--- config.mk ---
export PLATFORM = sky130hd
export DESIGN_NAME = adder_seq_ctrl
export DESIGN_NICKNAME = d
export VERILOG_FILES = /design/src/rtl/adder_seq_ctrl.sv
export SDC_FILE = /design/constraint.sdc
export NUM_CORES = 1
export LEC_CHECK = 0
export ABC_CLOCK_PERIOD_IN_PS = 2600
export CORE_UTILIZATION = 30
export CTS_CLUSTER_SIZE = 25
export DETAILED_ROUTE_END_ITERATION = 12
export GPL_ROUTABILITY_DRIVEN = 0
export GPL_TIMING_DRIVEN = 0
export PLACE_DENSITY = 0.65
export SLEW_MARGIN = 20
export SYNTH_ARGS = -nofsm -noshare
export SYNTH_HDL_FRONTEND = slang
export SYNTH_SLANG_ARGS = --single-unit
--- constraint.sdc ---
create_clock -name clk_i -period 2.6 [get_ports clk_i]
set_clock_uncertainty 0.2 [all_clocks]
set_input_delay 0.78 -clock clk_i [delete_from_list [all_inputs] [get_ports clk_i]]
set_output_delay 0.78 -clock clk_i [all_outputs]
set_load 0.02 [all_outputs]
--- src/rtl/adder_seq_ctrl.sv ---
// Nibble-serial adder: one shared 4-bit slice computes A + B + Cin over NIBBLES cycles.
// Define ADDER_SEQ_OVF_EN to add the signed-overflow output ovf_o.

module full_adder_4bit (
    input  logic [3:0] a_i,
    input  logic [3:0] b_i,
    input  logic       c_i,
    output logic [3:0] s_o,
    output logic       c_o
);

    assign {c_o, s_o} = 5'(a_i) + 5'(b_i) + 5'(c_i);

endmodule

module adder_seq_ctrl #(
    parameter int unsigned NIBBLES = 4,
    localparam int unsigned W      = 4 * NIBBLES
) (
    input  logic         clk_i,
    input  logic         rst_n_i,
    input  logic         in_valid_i,
    output logic         in_ready_o,
    input  logic [W-1:0] A_i,
    input  logic [W-1:0] B_i,
    input  logic         C_i,
    output logic         out_valid_o,
    input  logic         out_ready_i,
    output logic [W-1:0] S_o,
    output logic         C_o,
    output logic         busy_o
`ifdef ADDER_SEQ_OVF_EN
    ,
    output logic         ovf_o
`endif
);

    localparam int unsigned IdxW = (NIBBLES > 1) ? $clog2(NIBBLES) : 1;

    if (NIBBLES < 2 || NIBBLES > 8) begin : gen_bad_nibbles
        $error("adder_seq_ctrl: NIBBLES must be in 2..8");
    end

    typedef enum logic [1:0] {
        StIdle,
        StCalc,
        StDone
    } state_e;

    state_e            state_q, state_d;
    logic [W-1:0]      a_q, a_d;
    logic [W-1:0]      b_q, b_d;
    logic [W-1:0]      sum_q, sum_d;
    logic              carry_q, carry_d;
    logic              cout_q, cout_d;
    logic [IdxW-1:0]   idx_q, idx_d;

    logic [3:0]        slice_a;
    logic [3:0]        slice_b;
    logic [3:0]        slice_s;
    logic              slice_co;
    logic              last_nibble;

`ifdef ADDER_SEQ_OVF_EN
    logic              ovf_q, ovf_d;
`endif

    assign slice_a     = a_q[4*idx_q +: 4];
    assign slice_b     = b_q[4*idx_q +: 4];
    assign last_nibble = (idx_q == IdxW'(NIBBLES - 1));

    full_adder_4bit u_slice (
        .a_i (slice_a),
        .b_i (slice_b),
        .c_i (carry_q),
        .s_o (slice_s),
        .c_o (slice_co)
    );

    always_comb begin
        state_d = state_q;
        a_d     = a_q;
        b_d     = b_q;
        sum_d   = sum_q;
        carry_d = carry_q;
        cout_d  = cout_q;
        idx_d   = idx_q;
`ifdef ADDER_SEQ_OVF_EN
        ovf_d   = ovf_q;
`endif

        unique case (state_q)
            StIdle: begin
                if (in_valid_i) begin
                    a_d     = A_i;
                    b_d     = B_i;
                    carry_d = C_i;
                    idx_d   = '0;
                    state_d = StCalc;
                end
            end

            StCalc: begin
                sum_d[4*idx_q +: 4] = slice_s;
                carry_d             = slice_co;
                if (last_nibble) begin
                    idx_d   = '0;
                    cout_d  = slice_co;
`ifdef ADDER_SEQ_OVF_EN
                    // Carry into the MSB is recovered from the MSB's own sum bit.
                    ovf_d   = slice_a[3] ^ slice_b[3] ^ slice_s[3] ^ slice_co;
`endif
                    state_d = StDone;
                end else begin
                    idx_d = idx_q + IdxW'(1);
                end
            end

            StDone: begin
                if (out_ready_i) begin
                    state_d = StIdle;
                end
            end

            default: begin
                state_d = StIdle;
            end
        endcase
    end

    always_ff @(posedge clk_i or negedge rst_n_i) begin
        if (!rst_n_i) begin
            state_q <= StIdle;
            a_q     <= '0;
            b_q     <= '0;
            sum_q   <= '0;
            carry_q <= 1'b0;
            cout_q  <= 1'b0;
            idx_q   <= '0;
        end else begin
            state_q <= state_d;
            a_q     <= a_d;
            b_q     <= b_d;
            sum_q   <= sum_d;
            carry_q <= carry_d;
            cout_q  <= cout_d;
            idx_q   <= idx_d;
        end
    end

`ifdef ADDER_SEQ_OVF_EN
    always_ff @(posedge clk_i or negedge rst_n_i) begin
        if (!rst_n_i) begin
            ovf_q <= 1'b0;
        end else begin
            ovf_q <= ovf_d;
        end
    end

    assign ovf_o = ovf_q;
`endif

    assign in_ready_o  = (state_q == StIdle);
    assign out_valid_o = (state_q == StDone);
    assign busy_o      = (state_q == StCalc);
    assign S_o         = sum_q;
    assign C_o         = cout_q;

endmodule

Word level (Yosys, flattened, before mapping)
Cells that the tools add are included.
- $add $sub $neg: 4
- eq/ne operators: 6
- shifts and indexed selects: 4
- multiplexer cells: 10
- reductions and logical operators: 6
- operators with widths (operator ; count):
    negator 4 -> 34 bit ; 1
    variable shift 4 x 34 -> 16 bit, first input constant ; 1
    indexed part select 4 x 34 -> 16 bit ; 1
    indexed part select 16 x 5 -> 4 bit ; 2
    bitwise mux 16 bit ; 1
    two-way mux 2 bit ; 5
    one-hot mux 2 bit (3 select lines) ; 1
    AND reduction 2 bit ; 3
    adder 4 x 4 -> 5 bit ; 1
    adder 5 x 1 -> 5 bit ; 1
    == test 2 bit, second input constant ; 2
    inequality test 2 x 1 -> 1 bit, second input constant ; 2
    one-hot mux 2 bit (2 select lines) ; 1
    AND reduction 3 bit ; 1
    adder 2 x 1 -> 2 bit, second input constant ; 1
    == test 2 x 1 -> 1 bit, second input constant ; 1
    logical NOT 2 bit ; 1
    inequality test 2 bit, second input constant ; 1
    one-hot mux 1 bit (2 select lines) ; 1
    nonzero test 2 bit ; 1
    two-way mux 1 bit ; 1
- flip-flop bits (word level): 54
- bits of input ports: 37
- output and inout bits: 20

Logic depth before layout (Yosys ltp)
- depth in word-level cells: 5
- gate-level depth with buffers: 7

Cells and area by module
Synthesis repeated with hierarchy kept, for this count alone.
- cell total of the unflattened synthesis: 191
- area total of the unflattened synthesis: 2567.5 um^2
- by module, submodules not included (module ; times used ; cells each ; area each (um^2) ; seq. area each (um^2)):
    adder_seq_ctrl ; 1 ; 175 ; 2423.6 ; 1351.3
    full_adder_4bit ; 1 ; 16 ; 143.9 ; 0.0

Worst setup path after synthesis
No wires, ideal clock.
- kind: reg2reg
- from: reg idx_q[0]
- to: reg cout_q (netlist: C_o)
- data arrival time: 2.541 ns
- data required time: 2.270 ns
- path slack: -0.271 ns
- cell stages (with the launch flop): 8
- cell sequence: dfrtp_1 buf_4 mux4_2 fa_1 fa_1 a21o_1 a21oi_1 a31oi_1
- word-level cells in the longest chain between the ends: 3
- elaborated cells on any way between the ends: 6
- ends and longest elaborated chain (item ; RTL line ; text):
    from (decl) ; 56 ; logic [IdxW-1:0] idx_q, idx_d;
    from (signal assigned) ; 147 ; idx_q <= idx_d;
    indexed part select 16 x 5 -> 4 bit (on tied branches) ; 68, 69 ;
    adder 4 x 4 -> 5 bit ; 12 ; assign {c_o, s_o} = 5'(a_i) + 5'(b_i) + 5'(c_i);
    adder 5 x 1 -> 5 bit ; 12 ;
    to (signal assigned) ; 146 ; cout_q <= cout_d;
    to (decl) ; 55 ; logic cout_q, cout_d;
Several ways; a longest one is shown, not always the timed one.
A chain may end at the register's enable or synchronous reset.

Worst setup path in the final report
- from: reg idx_q[0]
- to: reg sum_q[15] (netlist: S_o[15])
- word-level cells in the longest chain between the ends: 5
- elaborated cells on any way between the ends: 8
- ends and longest elaborated chain (item ; RTL line ; text):
    indexed part select 16 x 5 -> 4 bit (on tied branches) ; 68, 69 ;
    adder 4 x 4 -> 5 bit ; 12 ;
    adder 5 x 1 -> 5 bit ; 12 ;
    indexed part select 4 x 34 -> 16 bit ; 104 ; sum_d[4*idx_q +: 4] = slice_s;
    bitwise mux 16 bit (*) ; 104 ;
    to (signal assigned) ; 144 ; sum_q <= sum_d;
    to (decl) ; 53 ; logic [W-1:0] sum_q, sum_d;
Every way passes the cells marked *; elsewhere a longest branch is shown, timed or not.

==> flow_metrics.py <==
metrics = {
    "run_status": {
        "result_of_the_run": "finished with violations",
        "failed_checks": "setup timing",
    },
    "worst_setup_path": {
        "worst_path_dominant_cell_family": "multiplexers",
        "worst_path_max_fanout": 5,
        "crit_path_end_kind": "register",
        "ff2ff_setup_slack_ns": -0.003,
        "critical_path.cell_chain": "buf_12, buf_12, mux4_2, ha_1, a211oi_1, or3b_4, a32o_1",
        "timing.critical_path.from": "idx_q[0]",
        "worst-endpoint-required_ns": 2.60,
        "stages_on_worst_setup_path": 7,
        "regToRegEndpoint": "S_o[15]",
        "cp_num_buf_inv": 2,
        "ff2ff_path_depth": 7,
        "critical_path.startpoint_type": "register",
        "slowest_delay_ns": 0.55,
        "cell_with_the_largest_stage_delay_on_the_worst_path": "mux4_2",
        "path_common_cell": "buf_12",
        "worstReg2RegStart": "idx_q[0]",
        "crit_arrival_ns": 2.60,
        "worst_setup_path_endpoint": "S_o[15]",
        "worst-setup-path-type": "reg2reg",
    },
    "place": {
        "detailed_place.area_um2": 3230,
        "place_hpwl_mm": 4.26,
        "io_buffer_count": 56,
        "preCtsSetupSlack_ns": -0.305,
        "dpl_cells": 394,
    },
    "sta": {
        "max_clock_freq_mhz": 384,
        "final_max_slew_viol_count": 0,
        "rsz0062_at_grt": "true",
        "tightest_hold_margin_ns": 0.275,
        "finalCriticalPeriod_ns": 2.60,
        "max_slew_margin_pct": 54.2,
        "number_of_failing_hold_endpoints_at_the_final_stage": 0,
        "setup_viol": 1,
        "period_share_pct": 100,
        "tightestPinTransition_ns": 0.688,
        "post-route-worst-setup-slack_ns": -0.00340,
    },
    "route": {
        "drt_wl_total_mm": 5.93,
        "antenna_left": 0,
        "first_iter_violations": 115,
        "drcViolationCount": 0,
        "detailroute.via_count": 1859,
        "wirelength_per_cell_um": 14.6,
        "vias_per_cell": 4.59,
        "number_of_detailed_route_iterations_in_the_first_pass": 5,
    },
    "floorplan": {
        "boundaryPins": 57,
        "core_region_area_um2": 8180,
        "effective_utilization_at_floorplan_pct": 30.8,
        "die_width_um": 93.7,
        "die-height_um": 93.7,
        "floorplan.die_area_um2": 8770,
        "num_rows": 33,
    },
    "yosys": {
        "synth_seq_cells": 54,
        "synth_cell_types": 36,
        "synth_nets": 281,
        "total_standard_cell_area_after_synthesis_um2": 2520,
        "ys_async_sr_fraction_pct": 100,
        "yosysSeqAreaShare_pct": 53.6,
        "synth_warnings": 0,
        "syn_area_per_cell_um2": 10.8,
        "synth-edff-count": 0,
        "synthesized_instance_count": 233,
        "synth-main-ff-cell": "dfrtp_1",
    },
    "clock_tree": {
        "cts.root.buffer_cell": "clkbuf_8",
        "postCtsHoldBufs": 0,
        "clkSlewWorstSetupHoldPaths_ns": 0.10,
        "clock_insertion_delay_worst_skew_ns": 0.31,
        "tritoncts": "done",
        "cts_made_buffers": 5,
        "cts_num_sinks": 54,
        "clk_path_buf_depth": 2,
        "cts_htree_levels": 2,
    },
    "pwr": {
        "power-per-cell-area_nw_per_um2": 1350,
        "ir_drop_uv": 592,
        "p_leak_nw": 1.60,
        "p_total_w": 0.00459,
    },
    "final_layout": {
        "drive_above_1_share_pct": 15.3,
        "finish.cell_count_without_fillers": 405,
        "final_design_area_no_fill_um2": 3400,
        "insertedDiodeCount": 0,
        "finalNetCount": 347,
        "flow.area_growth_from_synthesis_pct": 34.7,
    },
    "hold_path": {
        "holdCritStartpoint": "a_q[10]",
        "worst_hold_path_type": "reg2reg",
    },
    "global_routing": {
        "gr_ovfl_total": 0,
        "grt_max_degree": 55,
        "grt_antenna_before_repair": 0,
        "grt.total_usage_pct": 14.8,
        "global_route_wire_length_before_repair_mm": 9.98,
        "grt_pass1_vias": 1949,
    },
    "job": {
        "maxCapViolations": 0,
    },
}
[cell usage in the layout (no fill, tap or decap), types with 2 or more instances in the layout]
master / synthesis / final
nand2_1: 100 / 100
clkdlybuf4s50_1: 0 / 53
dfrtp_1: 54 / 52
a22o_1: 12 / 12
mux4_2: 8 / 8
ha_1: 9 / 8
clkbuf_8: 0 / 6
buf_2: 4 / 4
inv_1: 4 / 3
nor2_1: 3 / 3
nand3b_1: 3 / 3
clkbuf_1: 4 / 3
a32o_1: 3 / 3
buf_4: 1 / 3
buf_12: 0 / 2
nand3_1: 2 / 2
o31ai_1: 2 / 2
fa_2: 0 / 2
dfrtp_2: 0 / 2
[report_power, final]
group | internal, W | switching [W]
Sequential | 0.00122 | 0.000221
Clock | 0.000215 | 0.000276
Combinational | 0.00123 | 0.00142
Total | 0.00267 | 0.00192
[how the worst min path moves through the flow]
stage	end	depth (start not counted)
finish	a_q[10]	2
global route	b_q[7]	2
CTS	a_q[10]	2
detailed placement	a_q[10]	2
global placement	a_q[4]	2
floorplan	a_q[10]	2
[cell type report]
cell class	instances	area, um^2
plain buffers	9	58.8
clock inverters	2	12.5
well taps	105	131
repair buffers	59	594
fillers	820	4780
multi-input cells	165	1140
inverters	5	23.8
clock buffers	6	82.6
flip-flops and latches	54	1350
[per-layer routing]
metal / track usage, % / vias to the layer above / share of wire (%)
met5: 0 / - / 0
met4: 3.59 / 0 / 1.3
met3: 3.07 / 6 / 3.8
met2: 25.0 / 44 / 50
met1: 19.5 / 893 / 45
li1: - / 916 / -
[logic make-up (layout without fill, tap and decap cells)]
kind of cell | after synthesis | in the layout | synth area share [%]
fa+ha+maj | 11 | 11 | 6.05
flops | 54 | 54 | 53.6
compound gates | 27 | 27 | 8.73
xor+xnor | 1 | 1 | 0.347
simple gates | 118 | 118 | 21.5
buf+inv | 14 | 81 | 2.63
mux | 8 | 8 | 7.15
[metrics by stage]
stage | TNS [ns] | utilization, %
6_report | -0.00340 | 41.5
5_1_grt | -0.596 | 41.5
4_1_cts | -0.0750 | 41.3
3_5_place_dp | -3.60 | 39.5
3_3_place_gp | -59.04 | 39.5
2_1_floorplan | -0.0315 | -
[synthesized netlist by cell type (3+ instances only)]
| library cell | count | share of area (%) |
|---|---|---|
| nand3b_1 | 3 | 0.89 |
| clkbuf_1 | 4 | 0.60 |
| nand2_1 | 100 | 15 |
| mux4_2 | 8 | 7.1 |
| dfrtp_1 | 54 | 54 |
| ha_1 | 9 | 4.5 |
| a32o_1 | 3 | 1.2 |
| a22o_1 | 12 | 4.2 |
| buf_2 | 4 | 0.79 |
| inv_1 | 4 | 0.60 |
| nor2_1 | 3 | 0.45 |
[sequential cells by signal, summed over array words and instances (netlist names)]
signal	flops
C_o	1
S_o	16
a_q	16
b_q	16
carry_q	1
idx_q	2
state_q	2
[worst min-delay path, stage by stage (launching register included)]
cell and delay (ns):
dfrtp_1 0.35, nand2_1 0.05, nand2_1 0.05
[what timing repair did]
action | in CTS | in global routing
setup endpoints to repair | 15 | 12
buffers inserted | 3 | 0
resized for setup | 7 | 4
pin swaps | 5 | 4
No activity file was read; power rests on OpenSTA's default activity.
